[src/rtl/i2s_pkg.sv]
// Shared constants and state encoding for the I2S microphone receivers.
// SLOT_W sizes the slot counter that wraps once per frame.
package i2s_pkg;

    localparam int SLOTS_PER_CH = 32;
    localparam int FRAME_SLOTS  = 64;
    localparam int MIC_WORD_W   = 24;
    localparam int SLOT_W       = $clog2(FRAME_SLOTS);

    typedef enum logic [1:0] {
        IDLE   = 2'd0,
        WARMUP = 2'd1,
        RUN    = 2'd2
    } state_t;

endpackage

[src/rtl/i2s_clkgen.sv]
// SCK/WS generator: half-phase counter, slot counter and the bit-timing strobes.
// All state is held at zero whenever active is low, so frames restart at slot 0.
module i2s_clkgen
    import i2s_pkg::*;
#(
    parameter int CLK_DIV = 16
) (
    input  logic              clk,
    input  logic              rst_n,
    input  logic              active,
    output logic              mic_sck,
    output logic              mic_ws,
    output logic [SLOT_W-1:0] sl,
    output logic              capture,
    output logic              fall,
    output logic              frame_wrap
);

    localparam int HC_W = $clog2(CLK_DIV);

    logic [HC_W-1:0]   hc_reg;
    logic              sck_reg;
    logic [SLOT_W-1:0] sl_reg;
    logic              half_end;

    assign half_end = (hc_reg == HC_W'(CLK_DIV - 1));

    always_ff @(posedge clk) begin
        if (!rst_n || !active) begin
            hc_reg  <= '0;
            sck_reg <= 1'b0;
            sl_reg  <= '0;
        end else if (half_end) begin
            hc_reg  <= '0;
            sck_reg <= ~sck_reg;
            if (sck_reg) begin
                sl_reg <= sl_reg + 1'b1;
            end
        end else begin
            hc_reg <= hc_reg + 1'b1;
        end
    end

    // The last clock of the high phase is both the sampling point and the falling edge.
    assign fall       = active && sck_reg && half_end;
    assign capture    = fall;
    assign frame_wrap = fall && (sl_reg == SLOT_W'(FRAME_SLOTS - 1));

    assign mic_sck = sck_reg;
    assign mic_ws  = sl_reg[SLOT_W-1];
    assign sl      = sl_reg;

endmodule

[src/rtl/i2s_mic_rx.sv]
// I2S master receiver for one MEMS microphone: clocking, left-slot deserializer,
// warm-up discard and a valid/ready output stage with a sticky overrun flag.
module i2s_mic_rx
    import i2s_pkg::*;
#(
    parameter int CLK_DIV       = 16,
    parameter int OUT_W         = 16,
    parameter int WARMUP_FRAMES = 4
) (
    input  logic             clk,
    input  logic             rst_n,
    input  logic             en,
    input  logic             mic_da,
    output logic             mic_sck,
    output logic             mic_ws,
    output logic             mic_lr,
    output logic [OUT_W-1:0] sample,
    output logic             sample_valid,
    input  logic             sample_ready,
    output logic             overrun
);

    localparam int FC_W = 16;

    state_t            state_reg;
    state_t            state_next;
    logic [1:0]        sync_reg;
    logic              mic_da_s;
    logic              active;
    logic [SLOT_W-1:0] sl;
    logic              capture;
    logic              fall;
    logic              frame_wrap;
    logic [FC_W-1:0]   frame_cnt_reg;
    logic              last_warmup;
    logic [OUT_W-1:0]  shift_reg;
    logic [OUT_W-1:0]  word_next;
    logic              in_word;
    logic              complete;
    logic [OUT_W-1:0]  sample_reg;
    logic              valid_reg;
    logic              overrun_reg;

    // mic_da is asynchronous to clk; only mic_da_s is used downstream.
    always_ff @(posedge clk) begin
        if (!rst_n) begin
            sync_reg <= '0;
        end else begin
            sync_reg <= {sync_reg[0], mic_da};
        end
    end
    assign mic_da_s = sync_reg[1];

    assign active = en && (state_reg != IDLE);

    i2s_clkgen #(
        .CLK_DIV(CLK_DIV)
    ) u_clkgen (
        .clk       (clk),
        .rst_n     (rst_n),
        .active    (active),
        .mic_sck   (mic_sck),
        .mic_ws    (mic_ws),
        .sl        (sl),
        .capture   (capture),
        .fall      (fall),
        .frame_wrap(frame_wrap)
    );

    assign last_warmup = (frame_cnt_reg == FC_W'(WARMUP_FRAMES - 1));

    always_comb begin
        state_next = state_reg;
        case (state_reg)
            IDLE: begin
                if (en) begin
                    state_next = (WARMUP_FRAMES == 0) ? RUN : WARMUP;
                end
            end
            WARMUP: begin
                if (!en) begin
                    state_next = IDLE;
                end else if (frame_wrap && last_warmup) begin
                    state_next = RUN;
                end
            end
            RUN: begin
                if (!en) begin
                    state_next = IDLE;
                end
            end
            default: state_next = IDLE;
        endcase
    end

    always_ff @(posedge clk) begin
        if (!rst_n) begin
            state_reg <= IDLE;
        end else begin
            state_reg <= state_next;
        end
    end

    always_ff @(posedge clk) begin
        if (!rst_n || !active) begin
            frame_cnt_reg <= '0;
        end else if (state_reg == WARMUP && frame_wrap) begin
            frame_cnt_reg <= frame_cnt_reg + 1'b1;
        end
    end

    // Slot 0 is the I2S delay bit; slots 1..OUT_W carry the kept MSBs.
    assign in_word   = (sl != '0) && (sl <= SLOT_W'(OUT_W));
    assign complete  = capture && (sl == SLOT_W'(OUT_W));
    assign word_next = (shift_reg << 1) | OUT_W'(mic_da_s);

    always_ff @(posedge clk) begin
        if (!rst_n || !active) begin
            shift_reg <= '0;
        end else if (fall && sl == '0) begin
            shift_reg <= '0;
        end else if (capture && in_word) begin
            shift_reg <= word_next;
        end
    end

    always_ff @(posedge clk) begin
        if (!rst_n || !active) begin
            sample_reg  <= '0;
            valid_reg   <= 1'b0;
            overrun_reg <= 1'b0;
        end else if (complete && state_reg == RUN) begin
            if (!valid_reg || sample_ready) begin
                sample_reg <= word_next;
                valid_reg  <= 1'b1;
            end else begin
                overrun_reg <= 1'b1;
            end
        end else if (valid_reg && sample_ready) begin
            valid_reg <= 1'b0;
        end
    end

    assign mic_lr       = 1'b0;
    assign sample       = sample_reg;
    assign sample_valid = valid_reg;
    assign overrun      = overrun_reg;

endmodule

[config.mk]
export PLATFORM = sky130hd
export DESIGN_NAME = i2s_mic_rx
export DESIGN_NICKNAME = d
export VERILOG_FILES = /design/src/rtl/i2s_pkg.sv /design/src/rtl/i2s_clkgen.sv /design/src/rtl/i2s_mic_rx.sv
export SDC_FILE = /design/constraint.sdc
export NUM_CORES = 1
export LEC_CHECK = 0
export BUFFER_PORTS_ARGS = -buffer_cell sky130_fd_sc_hd__buf_2
export CAP_MARGIN = 40
export CORE_ASPECT_RATIO = 2
export CORE_UTILIZATION = 51
export CTS_CLUSTER_DIAMETER = 30
export DETAILED_ROUTE_END_ITERATION = 8
export GPL_TIMING_DRIVEN = 1
export PLACE_DENSITY = 0.7
export SYNTH_ARGS = -nofsm -noshare
export SYNTH_HDL_FRONTEND = slang
export SYNTH_SLANG_ARGS = --single-unit
[constraint.sdc]
create_clock -name clk -period 4.4 [get_ports clk]
set_input_delay 0.88 -clock clk [delete_from_list [all_inputs] [get_ports clk]]
set_output_delay 0.88 -clock clk [all_outputs]
set_load 0.02 [all_outputs]
==> results.yml <==
run_status:
  status: "completed"
clocking:
  cts_sinks: 64
  cts_root_buf: "clkbuf_8"
  cts_hold_buf: 0
  clk_latency_ns: 0.34
  cts_tree: "built"
  cts_setup_buffers: 0
  cts_resized: 0
  cts_made_buffers: 9
  cts.clk_slew.worst_paths_ns: 0.06
  h-tree-depth: 3
  cts_buffer_depth: 2
setup_path:
  worst_ep_required_time_ns: 4.67
  critPathBufInv: 0
  reg2reg_depth: 5
  r2r_slack_ns: 1.84
  worstReg2RegEnd: "frame_cnt_reg[12]$_SDFFE_PP0P_"
  reg2reg_from: "u_clkgen.hc_reg[0]$_SDFF_PP0_"
  cp_data_arrival_time_ns: 2.82
  path_cells: "ha_1, nand4_2, or4_1, or4_1, a21oi_1"
  cp_slowest_cell: "or4_1"
  setup.worst_path.end_class: "flop"
  crit_type: "reg2reg"
  slowest_delay_ns: 0.80
  startpoint_type: "flop"
  crit_path_frequent_cell: "or4_1"
  crit_fanout: 12
  crit_family: "simple AND/OR/NAND/NOR gates"
global_route:
  grt_max_degree: 44
  first_global_vias: 2192
  grt_usage_pct: 22.2
  grt_pass1_wl_um: 9330
  grt-ovfl-total: 0
  antenna_found_initial: 0
synthesis:
  synth.avg_cell_area_sq_um: 8.91
  syn_nets: 323
  synth_top_cell_by_area: "dfxtp_1"
  synth_async_sr_flop_share_pct: 0
  yosys-top-cells-count: "dfxtp_1 (64), nand3_1 (39), a21oi_1 (37)"
  synth_most_common_cell: "dfxtp_1"
  synth_area_sq_um: 2800
  ys_top_cells_by_area: "dfxtp_1 (46%), nand3_1 (7.0%), a21oi_1 (6.6%)"
  synth-seq-cells: 64
  synth_cell_types: 40
  ys_warn_count: 0
  ys.flop_type: "dfxtp_1"
  syn-instance-count: 314
  synth-seq-area-share_pct: 45.8
  synth_edf_count: 0
  synth_top_area_share_pct: 45.8
power_and_ir_drop:
  vdd_drop_max_mv: 0.223
  power.switching_w: 0.000213
  p_per_area_nw_per_um2: 340
  power.share.switching_pct: 20.5
  power_frac_seq_pct: 55.9
  power.leakage_nw: 0.985
  power.internal_w: 0.000829
  combPwrFrac_pct: 1.1
  clockPowerShare_pct: 43.0
timing:
  max_freq_ghz: 0.391
  final_hold_viol_count: 0
  finalSetupTns_ns: 0
  drv_slew: 0
  setup_violations: 0
  clock_skew_ns: 0.00612
  rsz0062_at_grt: "false"
  period_share_pct: 58.1
  layout_min_cycle_time_ns: 2.56
  tightest_slew_ns: 0.839
  slew_headroom_pct: 43.6
place:
  place.gp.congestion: 0.835
  place.port_buffers: 24
  hpwl_um: 3830
  postPlaceCellArea_sq_um: 2890
die:
  die-height_um: 107
  die-area_sq_um: 5800
  fp.dieW_um: 54.4
  fp-row-count: 37
  floorplan.initialDensity_pct: 53.5
  core-area_sq_um: 5230
  ios: 26
cells_and_area:
  nets: 337
  stdcell_area_sq_um: 3060
  nFillCells: 493
  antenna_cells: 0
  drive_gt1_share_pct: 14.5
  area_growth_pct: 9.44
detailed_routing:
  wl_met3_um: 168
  met2_length_um: 2800
  viasPerCell: 5.96
  drc: 0
  routed.top_layer: "met4"
  wl_met1_um: 2250
  first_pass_iters: 4
  wire_per_inst_um: 14.1
  drt-initial-drc-count: 59
  dr_total_vias: 2318
  ant_nets: 0
  finalWirelength_um: 5500
hold_path:
  hold_end: "sync_reg[1]$_SDFF_PN0_"
  whs_path_depth: 1
  min_path_type: "reg2reg"
  worstHoldStart: "sync_reg[0]$_SDFF_PN0_"
flow_run:
  drv_cap: 0
[layout by cell type (no fill, tap or decap), drive strengths merged]
| cell | count |
|---|---|
| nor4 | 7 |
| or4 | 8 |
| and3 | 3 |
| and2 | 2 |
| inv | 6 |
| a21oi | 37 |
| nor2 | 13 |
| or2 | 1 |
| nand3b | 3 |
| mux2i | 17 |
| nand3 | 39 |
| and4 | 3 |
| conb | 1 |
| nand4b | 4 |
| or3 | 6 |
| nor4b | 1 |
| xnor2 | 2 |
| nor2b | 1 |
| ha | 4 |
| buf | 27 |
| nand2b | 3 |
| dfxtp | 64 |
| nor3 | 4 |
| a311oi | 1 |
| nand4 | 7 |
| xor2 | 5 |
| or4b | 1 |
| clkbuf | 14 |
| nand2 | 16 |
| o21ai | 25 |
| o31ai | 6 |
[metrics by stage]
stage	hold WS [ns]	std cells	power [W]	utilization [%]	setup WS, ns
global placement	0.426	373	0.000606	54.9	1.84
floorplan	0.412	314	0.000603	-	2.06
CTS	0.437	389	0.00105	58.5	1.86
global route	0.469	389	0.00108	58.5	1.67
detailed placement	0.423	375	0.000607	55.2	1.83
finish	0.435	389	0.00104	58.5	1.84
[power groups by stage]
| stage | Sequential [W] | Combinational [W] | Clock (W) |
|---|---|---|---|
| floorplan | 0.000594 | 0.00000866 | 0 |
| CTS | 0.000583 | 0.0000112 | 0.000460 |
| detailed placement | 0.000596 | 0.0000110 | 0 |
| global placement | 0.000596 | 0.0000107 | 0 |
| finish | 0.000583 | 0.0000111 | 0.000449 |
| global route | 0.000583 | 0.0000126 | 0.000487 |
[cell type report]
| type | count | area, sq um | area share, % |
|---|---|---|---|
| Sequential cell | 64 | 1280 | 41.8 |
| Multi-Input combinational cell | 220 | 1370 | 44.7 |
| Timing Repair Buffer | 27 | 143 | 4.66 |
| Inverter | 6 | 22.5 | 0.736 |
| Tap cell | 58 | 72.6 | 2.37 |
| Clock buffer | 14 | 173 | 5.64 |
[per-layer routing]
metal | GRT usage, % | vias up
li1 | - | 1173
met2 | 36.8 | 40
met3 | 4.40 | 17
met4 | 17.9 | 0
met1 | 22.2 | 1088
met5 | 0 | -
[worst reg2reg max path, stage by stage, from the launching register on]
cell	delay, ns
dfxtp_1	0.38
ha_1	0.28
nand4_2	0.34
or4_1	0.80
or4_1	0.53
a21oi_1	0.14
[cells by family after synthesis]
family / count (synthesis) / share of synthesized area, %
fa+ha+maj: 4 / 1.79
flops: 64 / 45.8
xor+xnor: 7 / 2.19
compound gates: 69 / 13.0
other cells: 1 / 0.134
simple gates: 122 / 25.8
buf+inv: 30 / 5.23
mux: 17 / 6.08
[worst max path at each step]
stage | from | endpoint | slack, ns | cells past startpoint
global placement | en | frame_cnt_reg[12]$_SDFFE_PP0P_ | 1.84 | 5
floorplan | en | frame_cnt_reg[15]$_SDFFE_PP0P_ | 2.06 | 5
global route | u_clkgen.hc_reg[0]$_SDFF_PP0_ | frame_cnt_reg[12]$_SDFFE_PP0P_ | 1.67 | 5
CTS | u_clkgen.hc_reg[0]$_SDFF_PP0_ | frame_cnt_reg[12]$_SDFFE_PP0P_ | 1.86 | 5
finish | u_clkgen.hc_reg[0]$_SDFF_PP0_ | frame_cnt_reg[12]$_SDFFE_PP0P_ | 1.84 | 5
detailed placement | en | frame_cnt_reg[12]$_SDFFE_PP0P_ | 1.83 | 5
Power figures use the tool's default switching activity.
